## config.mk

```make
export PLATFORM = sky130hd
export DESIGN_NAME = uart_tx_fifo
export DESIGN_NICKNAME = d
export VERILOG_FILES = /design/src/rtl/uart_tx_fifo.sv
export SDC_FILE = /design/constraint.sdc
export NUM_CORES = 1
export LEC_CHECK = 0
export BUFFER_PORTS_ARGS = -buffer_cell sky130_fd_sc_hd__buf_2
export CAP_MARGIN = 30
export CORE_MARGIN = 5
export CORE_UTILIZATION = 37
export CTS_CLUSTER_DIAMETER = 150
export DETAILED_ROUTE_END_ITERATION = 16
export GPL_TIMING_DRIVEN = 1
export PLACE_DENSITY_LB_ADDON = 0.15
export SLEW_MARGIN = 5
export SYNTH_ARGS = -nofsm -noshare
export SYNTH_HDL_FRONTEND = slang
export SYNTH_SLANG_ARGS = --single-unit
```

## constraint.sdc

```tcl
create_clock -name clk -period 2.12 [get_ports clk]
set_input_delay 0.424 -clock clk [delete_from_list [all_inputs] [get_ports clk]]
set_output_delay 0.424 -clock clk [all_outputs]
set_load 0.02 [all_outputs]
```

## src/rtl/uart_tx_fifo.sv

```systemverilog
// uart_tx_fifo: serial transmitter fed by a write FIFO.
// Frames are start(0), DATA_BITS data bits LSB first, optional parity, and
// STOP_BITS stop bits(1), each held CLKS_PER_BIT clocks. Idle line is high.
// Optional feature: define UART_TX_PARITY_EN to insert a parity bit after the
// data bits (even parity when PARITY_ODD=0, odd when PARITY_ODD=1).
//
// Write handshake: wr_en acts as "valid" and ~full as "ready". A byte is
// accepted on a rising edge where wr_en=1 and the registered full=0. wr_en
// while full drops the byte and sets the sticky overflow flag.
module uart_tx_fifo #(
  parameter int CLKS_PER_BIT = 16,
  parameter int DATA_BITS    = 8,
  parameter int STOP_BITS    = 1,
  parameter int DEPTH        = 8,
  parameter int PARITY_ODD   = 0
) (
  input  logic                         clk,
  input  logic                         reset,
  input  logic                         wr_en,
  input  logic [DATA_BITS-1:0]         wr_data,
  output logic                         full,
  output logic                         empty,
  output logic [$clog2(DEPTH+1)-1:0]   level,
  output logic                         overflow,
  output logic                         busy,
  output logic                         tx,
  output logic [2:0]                   dbg_state_o
);

  localparam int AW = $clog2(DEPTH);
  localparam int LW = $clog2(DEPTH + 1);
  localparam int CW = $clog2(CLKS_PER_BIT);
  localparam int BW = $clog2(DATA_BITS);

  localparam logic [LW-1:0] LEVEL_FULL = LW'(DEPTH);
  localparam logic [CW-1:0] CNT_MAX    = CW'(CLKS_PER_BIT - 1);
  localparam logic [BW-1:0] DATA_LAST  = BW'(DATA_BITS - 1);
  localparam logic [BW-1:0] STOP_LAST  = BW'(STOP_BITS - 1);

  // Elaboration-time parameter legality checks.
  if (CLKS_PER_BIT < 2 || CLKS_PER_BIT > 65535) begin : g_bad_cpb
    $error("uart_tx_fifo: CLKS_PER_BIT out of range");
  end
  if (DATA_BITS < 5 || DATA_BITS > 9) begin : g_bad_data
    $error("uart_tx_fifo: DATA_BITS out of range");
  end
  if (STOP_BITS != 1 && STOP_BITS != 2) begin : g_bad_stop
    $error("uart_tx_fifo: STOP_BITS must be 1 or 2");
  end
  if (DEPTH < 2 || (DEPTH & (DEPTH - 1)) != 0) begin : g_bad_depth
    $error("uart_tx_fifo: DEPTH must be a power of two >= 2");
  end
  if (PARITY_ODD != 0 && PARITY_ODD != 1) begin : g_bad_par
    $error("uart_tx_fifo: PARITY_ODD must be 0 or 1");
  end

  typedef enum logic [2:0] {
    S_IDLE   = 3'd0,
    S_START  = 3'd1,
    S_DATA   = 3'd2,
`ifdef UART_TX_PARITY_EN
    S_PARITY = 3'd3,
`endif
    S_STOP   = 3'd4
  } state_t;

  // FIFO storage and bookkeeping
  logic [DATA_BITS-1:0] mem_q [DEPTH];
  logic [AW-1:0]        wr_ptr_q, rd_ptr_q;
  logic [LW-1:0]        level_q, level_d;
  logic                 full_q, empty_q, overflow_q;
  logic                 push, pop;
  logic [DATA_BITS-1:0] head;

  // Transmitter state
  state_t               state_q;
  logic [CW-1:0]        cnt_q;
  logic [BW-1:0]        bit_q;
  logic [DATA_BITS-1:0] shift_q;
  logic                 tx_q, busy_q;
  logic                 bit_end, stop_done;
`ifdef UART_TX_PARITY_EN
  logic                 par_q;
`endif

  assign head      = mem_q[rd_ptr_q];
  assign bit_end   = (cnt_q == CNT_MAX);
  assign stop_done = bit_end && (bit_q == STOP_LAST);
  assign push      = wr_en && !full_q;
  // The FSM takes the head entry when idle or on the final stop cycle.
  assign pop       = !empty_q &&
                     ((state_q == S_IDLE) || ((state_q == S_STOP) && stop_done));

  // Next occupancy: simultaneous push and pop leave the level unchanged.
  always_comb begin
    level_d = level_q;
    if (push && !pop) begin
      level_d = level_q + 1'b1;
    end else if (!push && pop) begin
      level_d = level_q - 1'b1;
    end
  end

  // FIFO storage write; contents are invalidated by the pointer reset.
  always_ff @(posedge clk) begin
    if (push) begin
      mem_q[wr_ptr_q] <= wr_data;
    end
  end

  // FIFO pointers and registered status flags.
  always_ff @(posedge clk) begin
    if (reset) begin
      wr_ptr_q   <= '0;
      rd_ptr_q   <= '0;
      level_q    <= '0;
      full_q     <= 1'b0;
      empty_q    <= 1'b1;
      overflow_q <= 1'b0;
    end else begin
      if (push) begin
        wr_ptr_q <= wr_ptr_q + 1'b1;
      end
      if (pop) begin
        rd_ptr_q <= rd_ptr_q + 1'b1;
      end
      level_q <= level_d;
      full_q  <= (level_d == LEVEL_FULL);
      empty_q <= (level_d == '0);
      if (wr_en && full_q) begin
        overflow_q <= 1'b1;
      end
    end
  end

  // Frame sequencer with registered line and busy outputs.
  always_ff @(posedge clk) begin
    if (reset) begin
      state_q <= S_IDLE;
      cnt_q   <= '0;
      bit_q   <= '0;
      shift_q <= '0;
      tx_q    <= 1'b1;
      busy_q  <= 1'b0;
`ifdef UART_TX_PARITY_EN
      par_q   <= 1'b0;
`endif
    end else begin
      case (state_q)
        S_IDLE: begin
          tx_q <= 1'b1;
          if (pop) begin
            shift_q <= head;
`ifdef UART_TX_PARITY_EN
            par_q   <= (^head) ^ PARITY_ODD[0];
`endif
            tx_q    <= 1'b0;
            busy_q  <= 1'b1;
            cnt_q   <= '0;
            bit_q   <= '0;
            state_q <= S_START;
          end
        end
        S_START: begin
          if (bit_end) begin
            cnt_q   <= '0;
            bit_q   <= '0;
            tx_q    <= shift_q[0];
            shift_q <= shift_q >> 1;
            state_q <= S_DATA;
          end else begin
            cnt_q <= cnt_q + 1'b1;
          end
        end
        S_DATA: begin
          if (bit_end) begin
            cnt_q <= '0;
            if (bit_q == DATA_LAST) begin
              bit_q <= '0;
`ifdef UART_TX_PARITY_EN
              tx_q    <= par_q;
              state_q <= S_PARITY;
`else
              tx_q    <= 1'b1;
              state_q <= S_STOP;
`endif
            end else begin
              bit_q   <= bit_q + 1'b1;
              tx_q    <= shift_q[0];
              shift_q <= shift_q >> 1;
            end
          end else begin
            cnt_q <= cnt_q + 1'b1;
          end
        end
`ifdef UART_TX_PARITY_EN
        S_PARITY: begin
          if (bit_end) begin
            cnt_q   <= '0;
            bit_q   <= '0;
            tx_q    <= 1'b1;
            state_q <= S_STOP;
          end else begin
            cnt_q <= cnt_q + 1'b1;
          end
        end
`endif
        S_STOP: begin
          if (bit_end) begin
            cnt_q <= '0;
            if (bit_q == STOP_LAST) begin
              bit_q <= '0;
              if (pop) begin
                // Back-to-back frame: no idle gap.
                shift_q <= head;
`ifdef UART_TX_PARITY_EN
                par_q   <= (^head) ^ PARITY_ODD[0];
`endif
                tx_q    <= 1'b0;
                state_q <= S_START;
              end else begin
                tx_q    <= 1'b1;
                busy_q  <= 1'b0;
                state_q <= S_IDLE;
              end
            end else begin
              bit_q <= bit_q + 1'b1;
            end
          end else begin
            cnt_q <= cnt_q + 1'b1;
          end
        end
        default: begin
          tx_q    <= 1'b1;
          busy_q  <= 1'b0;
          cnt_q   <= '0;
          bit_q   <= '0;
          state_q <= S_IDLE;
        end
      endcase
    end
  end

  assign full        = full_q;
  assign empty       = empty_q;
  assign level       = level_q;
  assign overflow    = overflow_q;
  assign busy        = busy_q;
  assign tx          = tx_q;
  assign dbg_state_o = state_q;

endmodule

```

==> results of run 1 <==
==> critical path, cell delays in order (launching register included) <==
cell     delay, ns
dfxtp_1       0.33
ha_1          0.25
and3_1        0.29
a31oi_2       0.28
mux2_4        0.34
xor2_1        0.21
nor3_2        0.05
==> per-layer routing <==
metal	part of all wire, %	up-vias	track usage [%]
met1	49	1240	17.23
li1	-	1272	-
met4	1.7	0	5.520
met2	47	37	20.01
met3	2.6	14	3.104
met5	0	-	0
==> metrics by stage <==
stage	utilization (%)	hold slack [ns]	cell area (sq um)	total power (uW)	std cells
2_1_floorplan	-	0.4426	4333	3828	318
5_1_grt	43.44	0.3414	4981	6167	502
3_3_place_gp	40.94	0.4440	4695	4303	486
6_report	43.44	0.3410	4981	5815	502
4_1_cts	43.43	0.3295	4980	5889	502
3_5_place_dp	40.94	0.4587	4695	4299	486
==> layout by cell type, fill, tap and decap left out, types with 9 or more instances in the layout <==
cell type / instances
buf_2: 22
edfxtp_1: 64
nor2_1: 26
a21oi_1: 23
clkbuf_16: 9
dfxtp_1: 35
buf_4: 20
nand2_1: 14
nor3_1: 9
inv_1: 9
mux4_2: 16
==> worst paths after layout <==
check	end	slack, ns	cells after the start
max	full$_SDFF_PP0_	0.25	6
min	mem_q[4][5]$_DFFE_PP_	0.34	1
max reg2reg	full$_SDFF_PP0_	0.25	6
min reg2reg	overflow$_SDFFE_PP0P_	0.46	2
==> sequential cells by signal (all words and copies together) (netlist names), 3 cells and up, named ones only <==
name and count:
mem_q 64, bit_q 3, cnt_q 4, shift_q 8, wr_ptr_q 3, dbg_state_o 3
level 4, rd_ptr_q 3
==> layout make-up <==
type | count | area, sq um
well taps | 143 | 178.9
fillers | 1036 | 6486
inverters | 9 | 33.78
clock inverters | 7 | 60.06
flip-flops and latches | 100 | 2644
repair buffers | 43 | 280.3
clock buffers | 9 | 225.2
multi-input cells | 191 | 1559
==> kinds of logic (layout without fill, tap and decap cells) <==
| logic type | count (synthesis) | count (layout) | synth area share (%) |
|---|---|---|---|
| compound gates | 61 | 61 | 9.328 |
| buf+inv | 27 | 68 | 3.176 |
| mux | 27 | 27 | 11.03 |
| flops | 100 | 100 | 60.99 |
| fa+ha+maj | 8 | 8 | 2.310 |
| simple gates | 81 | 81 | 10.34 |
| xor+xnor | 14 | 14 | 2.830 |
==> power by group through the flow <==
stage          Clock, uW  Sequential (uW)  Combinational, uW
4_1_cts             1630             2520               1750
3_5_place_dp           0             2560               1740
6_report            1570             2520               1730
3_3_place_gp           0             2560               1740
2_1_floorplan          0             2540               1290
5_1_grt             1700             2550               1910
==> impl_metrics.yaml, run 1 <==
outcome:
  status: "finished, final reports clean"
grt:
  grt_max_degree: 19
  grt_overflow: 0
  antenna_found_initial: 0
  grt_usage_pct: 12.87
  grt_pass1_vias: 2603
  grt_pass1_wl_mm: 14.06
synth:
  synth.top_cells.by_area: "edfxtp_1 44%, dfxtp_1 17%, mux4_2 8.3%"
  ys_ff_latch: 100
  synth_largest_area_cell: "edfxtp_1"
  syn_area_sq_um: 4333
  avgSynthCellArea_sq_um: 13.63
  synth_top_area_share_pct: 44.35
  yosysSeqAreaShare_pct: 60.99
  ys_types: 55
  synth_cells: 318
  yosys_warnings: 0
  synth_edf_count: 64
  yosysMostFrequentCell: "edfxtp_1"
  async_flop_share_pct: 0
  synth_fp_nets: 337
  ys_top_cells_by_count: "64 x edfxtp_1, 36 x dfxtp_1, 26 x nor2_1"
  synthFlopType: "edfxtp_1"
pwr:
  powerDensity_nw_per_um2: 1167
  seq_power_share_pct: 43.3
  p_leak_uw: 0.001758
  clkPwrFrac_pct: 27.0
  p_switching_uw: 1920
  irDropWorstVdd_uv: 546.5
  internal_power_uw: 3894
  comb_power_share_pct: 29.7
  p_sw_share_pct: 33.02
setup_path:
  required_ns: 2.35
  critical_path.startpoint: "cnt_q[0]$_SDFFE_PP0P_"
  critical_path.max_fanout: 7
  r2r-start: "cnt_q[0]$_SDFFE_PP0P_"
  path_class: "reg2reg"
  cp_data_arrival_time_ns: 2.10
  endpoint_kind: "flop"
  cp-start-kind: "flop"
timing:
  tns_ns: 0
  slew_viol_final: 0
  fin_ws_ns: 0.2467
  fin_skew_ns: 0.005420
  min_period_ns: 1.873
  final-setup-viol-count: 0
  slew_headroom_pct: 66.65
  max_freq_ghz: 0.5338
  min_period_over_period_pct: 88.36
  worst_pin_slew_ns: 0.4975
  rsz0062_at_grt: "no"
  hold_viol_final: 0
die:
  ios: 23
  die_y_um: 118.2
  num_rows: 39
  start_util_pct: 37.79
  dieArea_sq_um: 13970
  die-width_um: 118.2
  core_area_sq_um: 11470
place:
  dpl_worst_slack_ns: 0.1785
  port_buffers: 22
  dp_hpwl_mm: 5.822
  place_congestion: 0.8091
clock_network:
  cts_sinks: 100
  clock_latency_ns: 0.35
  clockBufferDepth: 2
  cts.clk_slew.worst_paths_ns: 0.07
  cts_tree: "yes"
  htreeDepth: 3
  holdBufCountCts: 0
  numCtsBuffers: 9
  cts_resized: 0
  post_cts_buffers: 0
  root_buffer: "clkbuf_16"
route:
  avgViaCountPerCell: 5.106
  routedWlPerCell_um: 16.93
  route.detailed.drc: 0
  initialDrtViolationCount: 132
  vias: 2563
  first_pass_iters: 4
  wl_mm: 8.500
  drtAntennaViolNets: 0
worst_hold_path:
  hp-class: "in2reg"
  hold_start: "wr_data[5]"
final_layout:
  syn_to_final_growth_pct: 14.96
  layout.nets: 373
  antenna_cells: 0
  drive_gt1_share_pct: 25.35
job:
  drv_cap: 0
No activity file was read; power rests on OpenSTA's default activity.
==> run 2: changes to the inputs <==
==> constraint.sdc (replaced) <==
create_clock -name clk -period 2.12 [get_ports clk]
set_input_delay 0.53 -clock clk [delete_from_list [all_inputs] [get_ports clk]]
set_output_delay 0.53 -clock clk [all_outputs]
set_load 0.02 [all_outputs]
==> run 2 against run 1 <==
Against the previous run:
- final cell count stayed put
- count of clock-buffer cells in the layout is the same
- wire length up 1.2%
- non-clock buffer count is the same
- critical path depth is 1 lower
- final area grew 0.95%
- sequential power is essentially flat
- flip-flop and latch count unchanged
- clock power increased by 17%
- first-iteration DRC count is 1.5% higher
- clock skew about the same
- register-to-register slack got worse by 0.05 ns
- critical endpoint is now shift_q[4]$_SDFFE_PP0P_
- largest power group unchanged
==> impl_metrics.yaml, run 2 (synthesis gave the netlist of run 1 again) <==
outcome:
  status: "finished, final reports clean"
die:
  die_y_um: 118.2
  start_util_pct: 37.79
  die-width_um: 118.2
  dieArea_sq_um: 13970
  num_rows: 39
  ios: 23
  core_area_sq_um: 11470
clock_network:
  cts.clk_slew.worst_paths_ns: 0.07
  numCtsBuffers: 9
  root_buffer: "clkbuf_16"
  clockBufferDepth: 2
  holdBufCountCts: 0
  cts_tree: "yes"
  clock_latency_ns: 0.35
  cts_sinks: 100
  htreeDepth: 3
  post_cts_buffers: 0
  cts_resized: 0
setup_path:
  cp-start-kind: "flop"
  endpoint_kind: "flop"
  cp_data_arrival_time_ns: 2.16
  required_ns: 2.36
  path_class: "reg2reg"
  critical_path.max_fanout: 14
timing:
  slew_headroom_pct: 61.94
  slew_viol_final: 0
  min_period_over_period_pct: 90.52
  max_freq_ghz: 0.5211
  hold-worst-slack_ns: 0.4503
  tns_ns: 0
  min_period_ns: 1.919
  worst_pin_slew_ns: 0.5701
  hold_viol_final: 0
  fin_skew_ns: 0.005880
  final-setup-viol-count: 0
  rsz0062_at_grt: "no"
grt:
  grt_pass1_vias: 2562
  antenna_found_initial: 0
  grt_pass1_wl_mm: 14.08
  grt_max_degree: 20
  grt_overflow: 0
  grt_usage_pct: 12.99
final_layout:
  antenna_cells: 0
  layout.nets: 373
  most-common-layout-cells: "64 x edfxtp_1, 36 x dfxtp_1, 26 x nor2_1, 23 x a21oi_1, 22 x buf_2"
  reg.largest.list: "mem_q x64, shift_q x8"
  num-fill-cells: 1033
  mostFrequentLayoutCell: "edfxtp_1"
  fin_cells: 502
  drive_gt1_share_pct: 25.35
  finish.instance_area_sq_um: 5029
  syn_to_final_growth_pct: 16.06
  largest_register_ffs: 64
  top_register: "mem_q"
pwr:
  irDropWorstVdd_uv: 783.1
  powerDensity_nw_per_um2: 1205
  p_leak_uw: 0.001791
place:
  dpl-instance-area_sq_um: 4695
  dpl.cell_count: 486
  port_buffers: 22
  place_congestion: 0.7649
  dp_hpwl_mm: 5.772
job:
  drv_cap: 0
route:
  route.detailed.drc: 0
  drtAntennaViolNets: 0
  initialDrtViolationCount: 134
  routedWlPerCell_um: 17.14
  wl_mm: 8.606
  vias: 2621
  avgViaCountPerCell: 5.221
  first_pass_iters: 4
worst_hold_path:
  hp-class: "in2reg"
## run 2: changes by cell type in the layout (fill, tap and decap cells not counted), sizes merged
cell	before	now
bufinv	0	2
clkinv	1	0
clkinvlp	3	0
inv	12	14
## run 2: per-stage QoR
stage | total power [uW] | setup slack, ns | utilization, %
6_report | 6059 | 0.2010 | 43.85
5_1_grt | 6438 | 0.01698 | 43.85
4_1_cts | 6133 | 0.1856 | 43.85
3_5_place_dp | 4278 | 0.1848 | 40.94
3_3_place_gp | 4273 | 0.2415 | 40.94
2_1_floorplan | 3828 | 0.1049 | -
## run 2: worst max-delay path, stage by stage (launching register included)
cell      delay (ns)
dfxtp_1         0.68
nand2b_1        0.21
o22ai_1         0.19
a22oi_1         0.14
o21a_1          0.32
a22o_1          0.27
## run 2: metal layers
layer,wire (um),track usage [%],part of all wire [%],vias up
met4,129,4.803,1.5,0
met2,4116,20.22,48,41
met5,0,0,0,-
met3,339,3.820,3.9,9
li1,-,-,-,1269
met1,4021,17.25,47,1302
## run 2: final timing paths
| kind | start | endpoint | slack [ns] | cells past startpoint |
|---|---|---|---|---|
| min reg2reg | overflow$_SDFFE_PP0P_ | overflow$_SDFFE_PP0P_ | 0.47 | 2 |
| min | wr_data[5] | mem_q[5][5]$_DFFE_PP_ | 0.45 | 1 |
| max reg2reg | dbg_state_o[1]$_SDFFE_PP0P_ | shift_q[4]$_SDFFE_PP0P_ | 0.20 | 5 |
| max | dbg_state_o[1]$_SDFFE_PP0P_ | shift_q[4]$_SDFFE_PP0P_ | 0.20 | 5 |
## run 2: cell type report
class | count | area [sq um] | area share [%]
flip-flops and latches | 100 | 2643 | 52.55
multi-input cells | 191 | 1559 | 31.00
clock buffers | 9 | 225.2 | 4.479
clock inverters | 7 | 108.9 | 2.165
well taps | 143 | 178.9 | 3.558
inverters | 9 | 33.78 | 0.6718
repair buffers | 43 | 280.3 | 5.574
## run 2: where the power goes
group | internal (uW) | switching [uW]
Sequential | 2290 | 217
Combinational | 783 | 936
Clock | 1060 | 769
